**config.mk**
```make
export PLATFORM = sky130hd
export DESIGN_NAME = fifo_wr_arbiter
export DESIGN_NICKNAME = d
export VERILOG_FILES = /design/src/rtl/fifo_wr_arbiter.sv
export SDC_FILE = /design/constraint.sdc
export NUM_CORES = 1
export LEC_CHECK = 0
export BUFFER_PORTS_ARGS = -buffer_cell sky130_fd_sc_hd__clkbuf_2
export CORE_ASPECT_RATIO = 1.5
export CORE_MARGIN = 3
export CORE_UTILIZATION = 40
export DETAILED_ROUTE_END_ITERATION = 10
export GPL_TIMING_DRIVEN = 0
export HOLD_SLACK_MARGIN = 0.06
export PLACE_DENSITY = 0.71
export SYNTH_ARGS = -nofsm -noshare
export SYNTH_HDL_FRONTEND = slang
export SYNTH_SLANG_ARGS = --single-unit
```
**constraint.sdc**
```tcl
create_clock -name clk -period 3.2 [get_ports clk]
set_clock_uncertainty 0.05 [all_clocks]
set_input_delay 0.16 -clock clk [delete_from_list [all_inputs] [get_ports clk]]
set_output_delay 0.16 -clock clk [all_outputs]
set_load 0.1 [all_outputs]
```
**src/rtl/fifo_wr_arbiter.sv**
```systemverilog
// fifo_wr_arbiter: round-robin, burst-limited sharing of one FIFO write port.
// Define FIFO_ARB_STATS_EN to add the wr_count / stall_count statistics outputs.
module fifo_wr_arbiter #(
  parameter int N_REQ     = 4,
  parameter int WIDTH     = 8,
  parameter int DEPTH     = 32,
  parameter int MAX_BURST = 4
) (
  input  logic                     clk,
  input  logic                     reset,
  input  logic [N_REQ-1:0]         req,
  input  logic [N_REQ*WIDTH-1:0]   data_in,
  output logic [N_REQ-1:0]         grant,
  output logic                     write,
  output logic [WIDTH-1:0]         dato_entrada,
  input  logic [$clog2(DEPTH)-1:0] use_dw,
  input  logic                     lleno,
  output logic [$clog2(N_REQ)-1:0] owner
`ifdef FIFO_ARB_STATS_EN
  ,
  output logic [15:0]              wr_count,
  output logic [15:0]              stall_count
`endif
);

  localparam int OW = $clog2(N_REQ);
  localparam int UW = $clog2(DEPTH);
  localparam int BW = $clog2(MAX_BURST + 1);

  typedef enum logic {IDLE, BURST} state_t;

  state_t           state_reg, state_next;
  logic [OW-1:0]    owner_reg, owner_next;
  logic [BW-1:0]    burst_cnt_reg, burst_cnt_next;
  logic             write_reg;
  logic [WIDTH-1:0] dato_reg;

  logic [WIDTH-1:0] data_arr [N_REQ];
  logic [UW+1:0]    occ_sum;
  logic             space;
  logic             any_req;
  logic             keep_owner;
  logic             grant_en;
  logic [OW-1:0]    grant_idx;
  logic [OW-1:0]    rr_idx;
  logic [OW-1:0]    rr_win;
  logic             rr_found;

  generate
    for (genvar gi = 0; gi < N_REQ; gi++) begin : g_slice
      assign data_arr[gi] = data_in[gi*WIDTH +: WIDTH];
      assign grant[gi]    = grant_en && (grant_idx == OW'(gi));
    end
  endgenerate

  // Occupancy includes the word still sitting in the write register.
  assign occ_sum    = {1'b0, lleno, use_dw} + {{(UW+1){1'b0}}, write_reg};
  assign space      = (occ_sum < (UW+2)'(DEPTH));
  assign any_req    = |req;
  assign keep_owner = (state_reg == BURST) && req[owner_reg] &&
                      (burst_cnt_reg < BW'(MAX_BURST));

  // Search owner+1 .. owner+N_REQ so the current owner is visited last.
  always_comb begin
    rr_idx   = owner_reg;
    rr_win   = owner_reg;
    rr_found = 1'b0;
    for (int k = 0; k < N_REQ; k++) begin
      rr_idx = (rr_idx == OW'(N_REQ - 1)) ? '0 : rr_idx + 1'b1;
      if (!rr_found && req[rr_idx]) begin
        rr_found = 1'b1;
        rr_win   = rr_idx;
      end
    end
  end

  always_comb begin
    state_next     = state_reg;
    owner_next     = owner_reg;
    burst_cnt_next = burst_cnt_reg;
    grant_en       = 1'b0;
    grant_idx      = owner_reg;
    if (space) begin
      if (!any_req) begin
        state_next     = IDLE;
        burst_cnt_next = '0;
      end else if (keep_owner) begin
        grant_en       = 1'b1;
        burst_cnt_next = burst_cnt_reg + BW'(1);
      end else begin
        grant_en       = 1'b1;
        grant_idx      = rr_win;
        owner_next     = rr_win;
        burst_cnt_next = BW'(1);
        state_next     = BURST;
      end
    end
    if (!reset) begin
      grant_en = 1'b0;
    end
  end

  always_ff @(posedge clk or negedge reset) begin
    if (!reset) begin
      state_reg     <= IDLE;
      owner_reg     <= '0;
      burst_cnt_reg <= '0;
      write_reg     <= 1'b0;
      dato_reg      <= '0;
    end else begin
      state_reg     <= state_next;
      owner_reg     <= owner_next;
      burst_cnt_reg <= burst_cnt_next;
      write_reg     <= grant_en;
      if (grant_en) begin
        dato_reg <= data_arr[grant_idx];
      end
    end
  end

  assign write        = write_reg;
  assign dato_entrada = dato_reg;
  assign owner        = owner_reg;

`ifdef FIFO_ARB_STATS_EN
  logic [15:0] wr_count_reg;
  logic [15:0] stall_count_reg;

  always_ff @(posedge clk or negedge reset) begin
    if (!reset) begin
      wr_count_reg    <= '0;
      stall_count_reg <= '0;
    end else begin
      if (write_reg && (wr_count_reg != 16'hFFFF)) begin
        wr_count_reg <= wr_count_reg + 16'd1;
      end
      if (any_req && !space && (stall_count_reg != 16'hFFFF)) begin
        stall_count_reg <= stall_count_reg + 16'd1;
      end
    end
  end

  assign wr_count    = wr_count_reg;
  assign stall_count = stall_count_reg;
`endif

endmodule

```
Yosys cells after proc, flatten, opt, wreduce, memory -nomap -nowiden
Index checks and enable logic that the tools add are counted.
{"block": "op_classes", "reduce_logical": 15, "div_mod_pow": 0, "shift": 0, "n_mul": 0, "n_addsub": 6, "mux": 34, "magnitude_cmp": 8, "n_bitwise": 1, "n_eq_ne": 8}
{"operator": "2-bit 2-to-1 mux", "n": 11}
{"operator": "8-bit binary-select mux with 2-bit select", "n": 1}
{"operator": "8-bit 2-to-1 mux", "n": 2}
{"operator": "2-bit by 3-bit less-than comparator with 1-bit output, second input constant", "n": 5}
{"operator": "1-bit 2-to-1 mux", "n": 13}
{"operator": "2-bit equality test, second input constant", "n": 6}
{"operator": "1-bit binary-select mux with 2-bit select", "n": 5}
{"operator": "1-bit logical AND", "n": 9}
{"operator": "2-bit by 1-bit adder with 2-bit output, second input constant", "n": 4}
{"operator": "6-bit by 1-bit adder with 7-bit output", "n": 1}
{"operator": "7-bit by 6-bit less-than comparator with 1-bit output, second input constant", "n": 1}
{"operator": "3-bit 2-to-1 mux", "n": 2}
{"operator": "4-bit OR reduction", "n": 1}
{"operator": "3-bit by 1-bit adder with 3-bit output, second input constant", "n": 1}
{"operator": "3-bit >= comparator, second input constant", "n": 1}
{"operator": "1-bit zero test", "n": 3}
{"operator": "3-bit less-than comparator, second input constant", "n": 1}
{"operator": "2-bit NOT with 3-bit output", "n": 1}
{"operator": "2-bit by 1-bit equality test with 1-bit output, second input constant", "n": 1}
{"operator": "2-bit zero test", "n": 1}
{"operator": "2-bit != test, second input constant", "n": 1}
{"operator": "2-bit AND reduction", "n": 1}
{"block": "totals", "inputBits": 44, "mem_count": 0, "ram_bits": 0, "rom_bits": 0, "ff_bits": 15, "latchBits": 0, "out_inout_bits": 15}

Longest topological paths before layout
Gate-level depths: netlist of run 1.
{"block": "logic_depth", "ltp_word": 21, "ltp_mapped": 9, "mapped_depth_nobuf": 8}

Least setup slack after synthesis of run 1
OpenSTA, ideal clock, no wires.
{"block": "synth_timing", "kind": "reg-to-output", "start": "reg owner_reg[0], in the netlist owner[0]", "end": "out grant[2]", "path_slack_ns": -1.796, "path_buffers": 1, "stages_incl_launch_ff": 7, "t_arrival_ns": 4.786, "path_cell_list": "dfrtp_1 -> ha_1 -> mux4_1 -> or2_1 -> o221a_4 -> buf_8 -> nor3b_1"}
{"block": "synth_via", "elab_chain_cells": 19}
{"item": "from (decl)", "line": "33", "text": "logic [OW-1:0] owner_reg, owner_next;"}
{"item": "from (signal assigned)", "line": "112", "text": "owner_reg <= owner_next;"}
{"item": "parallel branches: the longest is 16 deep, another holds 2-bit by 1-bit adder with 2-bit output"}
{"item": "2-bit 2-to-1 mux (*)", "line": "83", "text": "if (space) begin"}
{"item": "via grant_idx[0]", "line": "44", "text": "logic [OW-1:0] grant_idx;"}
{"item": "2-bit equality test (*)", "line": "52", "text": "assign grant[gi] = grant_en && (grant_idx == OW'(gi));"}
{"item": "1-bit logical AND (*)", "line": "52"}
{"item": "to (decl)", "line": "13", "text": "output logic [N_REQ-1:0] grant,"}
Mark *: on every way through the listed nets, which the timed path passes. The select of a mux whose other input is x is not followed.

Worst setup path in the final report of run 1
{"block": "layout_timing", "start": "reg owner_reg[0], in the netlist owner[0]", "end": "out grant[1]"}
{"block": "layout_via", "elab_chain_cells": 19}
{"item": "parallel branches: the longest is 16 deep, another holds 2-bit by 1-bit adder with 2-bit output"}
{"item": "2-bit 2-to-1 mux (*)", "line": "83"}
{"item": "via grant_idx[0]", "line": "44"}
{"item": "2-bit by 1-bit equality test with 1-bit output (*)", "line": "52"}
{"item": "1-bit logical AND (*)", "line": "52"}
Marks and branches as above.

==> metrics, run 1 <==
initial antenna violation count 0; required time of the critical path 2.99 ns; routed vias/inst 5.24; Die X-Extent 50.2 microns; Port Buf Inserts 58; max cap viols 0; top post-synthesis cells by area dfrtp_1 32%, mux2i_1 24%, mux2_2 8.7%; RSZ-0062 raised after global routing false; worst skew pair latency 0.25 ns; root buffer cell clkbuf_8; antenna viol nets, final 0; number of synthesized flops with an enable pin 0; placed cells 197; RD Place Congestion 0.686; Startpoint Class flop; Post-Syn Area 0.00117 sq mm; warnings from Yosys 0; dominant synthesized flop cell dfrtp_1; number of global-route vias before repair 1110; Initial Util 42.8%; Core Region 0.00273 sq mm; Congestion Overflow GR 0; Syn Inst Count 102; clk sinks 15; cells along the critical path ha_4, mux4_2, o211ai_1, o221a_4, buf_8, and3_2, buf_2; GRT Overall Usage 17.1%; Initial DRC Count 8; die height 72.3 microns; status finished clean; setup slack after layout 0.157 ns; Synth async-reset ratio 100%; io pins 59; WL/cell 13.9 microns; Mapped Avg Cell Area 11.5 sq um; Max clock buf depth 2; drt first pass iters 3; CP endpoint kind output port; commonest non-fill, non-tap cell in the layout clkbuf_2; Nets 212; Die Area 0.00363 sq mm; worst slew pin tran 0.643 ns; vias 1059; delay-heaviest family, CP buffers and inverters; Synth Register Bits 15; Residual DRC 0; Setup Buffers After CTS 0; Buf/Inv on CP 2; Place WS 0.319 ns; first-pass GRT wire length 4880 microns; CTS buffer count 3; Row Count 23; Sum Neg Setup Slack 0 ns; fill count 249; WP data arrival 2.83 ns; Seq/Total Area, Yosys 32.1%; final setup fails 0; Critical-path top delay cell dfrtp_4; Hold Fails Final Rpt 0; kind of critical path reg -> out; non-filler cells, final 202; share of cells above drive strength 1 54.5%; area delta synth->final 36.8%; HPWL after detailed placement 2360 microns; CP Max Fanout 10; Yosys cell types 37; max incr delay on CP 0.53 ns; Yosys top cell area share 32.1%; max reg flops 8; r2r setup slk 0.60 ns; Slew Viols, Final 0; Syn Nets 148; period utilisation layout 95.1%; H-tree Lvls 1; fmax 329 MHz; clk slew on worst S/H paths 0.06 ns; Rel. slew slack 56.8%; routed wire length 2810 microns; Final min period 3.04 ns; CTS tree built; Inserted Diodes 0; largest net degree at the start of global routing 17; Tightest Hold Check Type in -> reg; leading area contributor after synthesis dfrtp_1; most frequent cells in the layout 54 x clkbuf_2, 28 x mux2i_1, 13 x dfrtp_1, 9 x mux2_2
final timing paths:
check | startpoint | cells past startpoint | to
hold / removal | lleno | 3 | state_reg
setup / recovery | owner[0] | 7 | grant[1]
max in group asynchronous | reset | 2 | owner[1]
hold reg to reg | burst_cnt_reg[1] | 1 | burst_cnt_reg[1]
min in group asynchronous | reset | 2 | burst_cnt_reg[0]
setup reg to reg | owner[0] | 7 | dato_entrada[0]
layout make-up:
| cell class | count | area, sq um | area share, % |
|---|---|---|---|
| multi-input cells | 81 | 768 | 48.0 |
| flip-flops and latches | 15 | 383 | 23.9 |
| repair buffers | 59 | 305 | 19.1 |
| plain buffers | 5 | 46.3 | 2.89 |
| well taps | 37 | 46.3 | 2.89 |
| clock buffers | 3 | 41.3 | 2.58 |
| clock inverters | 1 | 7.51 | 0.469 |
| inverters | 1 | 3.75 | 0.234 |
cell families after synthesis:
group / after synthesis / share of synthesized area, %
simple gates: 23 / 12.0
fa+ha+maj: 2 / 2.14
mux: 39 / 37.1
buf+inv: 6 / 4.27
flops: 15 / 32.1
compound gates: 17 / 12.5
synth_stat cells, types with 2 or more instances:
cell type,instances
o21ai_0,2
nor3_1,3
mux2_2,9
a211oi_1,2
ha_1,2
o21a_1,3
nor3b_1,2
and3_2,2
dfrtp_1,15
nor2_1,3
a22o_1,2
mux2i_1,28
buf_4,2
nand2_1,3
mux4_1,2
timing repair:
item,4_1_cts,5_1_grt
gates resized for setup,0,6
hold buffers,1,0
setup endpoints to repair,0,4
endpoints found under the hold margin,15,0
worst register-to-register path, delay by kind of cell, from the launching register on:
kind	cells	cell delay, ns
AO/OA/AOI/OAI	1	0.29
multiplexers	3	0.90
AND/OR/NAND/NOR	1	0.24
adder cells (fa/ha/maj)	1	0.33
buffers and inverters	1	0.16
flip-flops	1	0.53
stage by stage:
step                hold slack, ns  cell area, sq um  utilization [%]
floorplan                   -0.186              1200                -
global placement            0.0385              1540             56.2
detailed placement          0.0422              1540             56.2
CTS                          0.271              1600             58.4
global route                 0.291              1600             58.6
finish                       0.267              1600             58.6
metal layers:
metal	track usage, %	up-vias	part of all wire (%)
met3	3.08	4	7.5
met5	0	-	0
met2	32.7	40	55
li1	-	519	-
met1	18.3	496	37
met4	5.85	0	0.78
Power of run 1 is left out: the tool's default activity adds up to more than one toggle a clock period on the data nets, which glitch-free logic cannot reach.
==> run 2, diff against run 1 <==
==> constraint.sdc (replaced) <==
create_clock -name clk -period 3.6 [get_ports clk]
set_clock_uncertainty 0.05 [all_clocks]
set_input_delay 0.18 -clock clk [delete_from_list [all_inputs] [get_ports clk]]
set_output_delay 0.18 -clock clk [all_outputs]
set_load 0.1 [all_outputs]
==> metrics, run 2 (synthesis gave the netlist of run 1 again) <==
H-tree Lvls 1 (unchanged); FF-to-FF Start owner[1] (was owner[0]); Port Buf Inserts 58 (unchanged); R2R cell count 7 (unchanged); root buffer cell clkbuf_8 (unchanged); clk sinks 15 (unchanged); Residual DRC 0 (unchanged); post_cts resized 0 (unchanged); final setup fails 0 (unchanged); Die Area 0.00363 sq mm (unchanged); Buf/Inv on CP 2 (unchanged); routed wire length 2850 microns (was 2810 microns); Nets 212 (unchanged); RSZ-0062 raised after global routing false (unchanged); CP Max Fanout 10 (unchanged); worst skew pair latency 0.25 ns (about the same); Core Region 0.00273 sq mm (unchanged); initial antenna violation count 0 (unchanged); largest net degree at the start of global routing 17 (unchanged); clk slew on worst S/H paths 0.06 ns (about the same); Min-Delay Endpoint state_reg (unchanged); RD Place Congestion 0.706 (was 0.686); period utilisation layout 91.0%; FF-to-FF End dato_entrada[2] (was dato_entrada[0]); delay-heaviest family, CP buffers and inverters (unchanged); Sum Neg Setup Slack 0 ns (unchanged); share of cells above drive strength 1 53.3% (was 54.5%); kind of critical path reg -> out (unchanged); vias 1051 (was 1059); Die X-Extent 50.2 microns (unchanged); Inserted Diodes 0 (unchanged); setup slack after layout 0.323 ns (was 0.157 ns); antenna viol nets, final 0 (unchanged); most frequent cells in the layout 58 x clkbuf_2, 28 x mux2i_1, 13 x dfrtp_1, 9 x mux2_2 (was 54 x clkbuf_2, 28 x mux2i_1, 13 x dfrtp_1, 9 x mux2_2); hold depth 3 (unchanged); GRT Overall Usage 16.8% (was 17.1%); commonest non-fill, non-tap cell in the layout clkbuf_2 (unchanged); drt first pass iters 4 (was 3); CTS tree built (unchanged); Hold WS 0.288 ns (was 0.267 ns); status finished clean (unchanged); CP endpoint kind output port (unchanged); CTS buffer count 3 (unchanged); number of global-route vias before repair 1174 (was 1110); max reg flops 8 (unchanged); placed cells 197 (unchanged); Row Count 23 (unchanged); hold path start lleno (unchanged); routed vias/inst 5.20 (was 5.24); max cap viols 0 (unchanged); Initial Util 42.8% (unchanged); non-filler cells, final 202 (unchanged); Congestion Overflow GR 0 (unchanged); Max clock buf depth 2 (unchanged); Startpoint Class flop (unchanged); Rel. slew slack 58.1% (was 56.8%); Slew Viols, Final 0 (unchanged); worst slew pin tran 0.623 ns (was 0.643 ns); WP data arrival 3.05 ns (was 2.83 ns); Place WS 0.586 ns (was 0.319 ns); WL/cell 14.1 microns (was 13.9 microns); r2r setup slk 0.89 ns (was 0.60 ns); area delta synth->final 34.9% (was 36.8%); cells along the critical path ha_1, mux4_1, or2_1, o221a_4, buf_8, nor3b_4, clkbuf_2 (was ha_4, mux4_2, o211ai_1, o221a_4, buf_8, and3_2, buf_2); die height 72.3 microns (unchanged); Critical-path top delay cell mux4_1 (was dfrtp_4); first-pass GRT wire length 4920 microns (was 4880 microns); Tightest Hold Check Type in -> reg (unchanged); HPWL after detailed placement 2390 microns (was 2360 microns); Initial DRC Count 19 (was 8); io pins 59 (unchanged); fmax 305 MHz; max incr delay on CP 0.61 ns (was 0.53 ns); required time of the critical path 3.37 ns (was 2.99 ns); Final min period 3.28 ns; Hold Fails Final Rpt 0 (unchanged)
==> run 2: worst max-delay path by stage <==
stage                         from       end  slack [ns]  depth (start not counted)
final                     owner[1]  grant[2]        0.32                          7
after global routing      owner[1]  grant[2]        0.21                          7
after CTS                 owner[1]  grant[2]        0.31                          7
after detailed placement  owner[1]  grant[2]        0.59                          7
after global placement    owner[1]  grant[2]        0.61                          7
after floorplan           owner[0]  grant[2]        0.23                          6
==> run 2: routing by layer <==
metal,up-vias,global-route usage (%),share of wire [%]
met5,-,0,0
met4,0,4.92,1.0
met3,4,1.85,5.1
met2,36,34.2,57
met1,494,17.3,37
li1,517,-,-
==> run 2: cell type report <==
class                           count  area [sq um]
Fill cell                         246          1150
Tap cell                           37          46.3
Timing Repair Buffer               59           300
Multi-Input combinational cell     81           759
Sequential cell                    15           378
Clock buffer                        3          41.3
Buffer                              5          46.3
Inverter                            1          3.75
Clock inverter                      1          5.00
==> run 2: through the flow <==
stage	utilization (%)	area (sq um)
after global routing	57.8	1580
after detailed placement	55.7	1520
final	57.8	1580
after floorplan	-	1190
after CTS	57.8	1580
after global placement	55.7	1520
==> run 2: timing repair <==
item / 4_1_cts / 5_1_grt
endpoints found under the hold margin: 15 / 0
setup buffers: 0 / 0
hold buffers: 1 / 0
==> run 2: worst register-to-register path, delay by kind of cell (launching register included) <==
family                     cells  cell delay, ns
AOI/OAI and AO/OA              1            0.28
and+or+nand+nor                1            0.24
DFF                            1            0.45
adders and majority gates      1            0.43
buffers and inverters          1            0.16
muxes                          3            0.99
Power of run 2 is left out for the same reason.
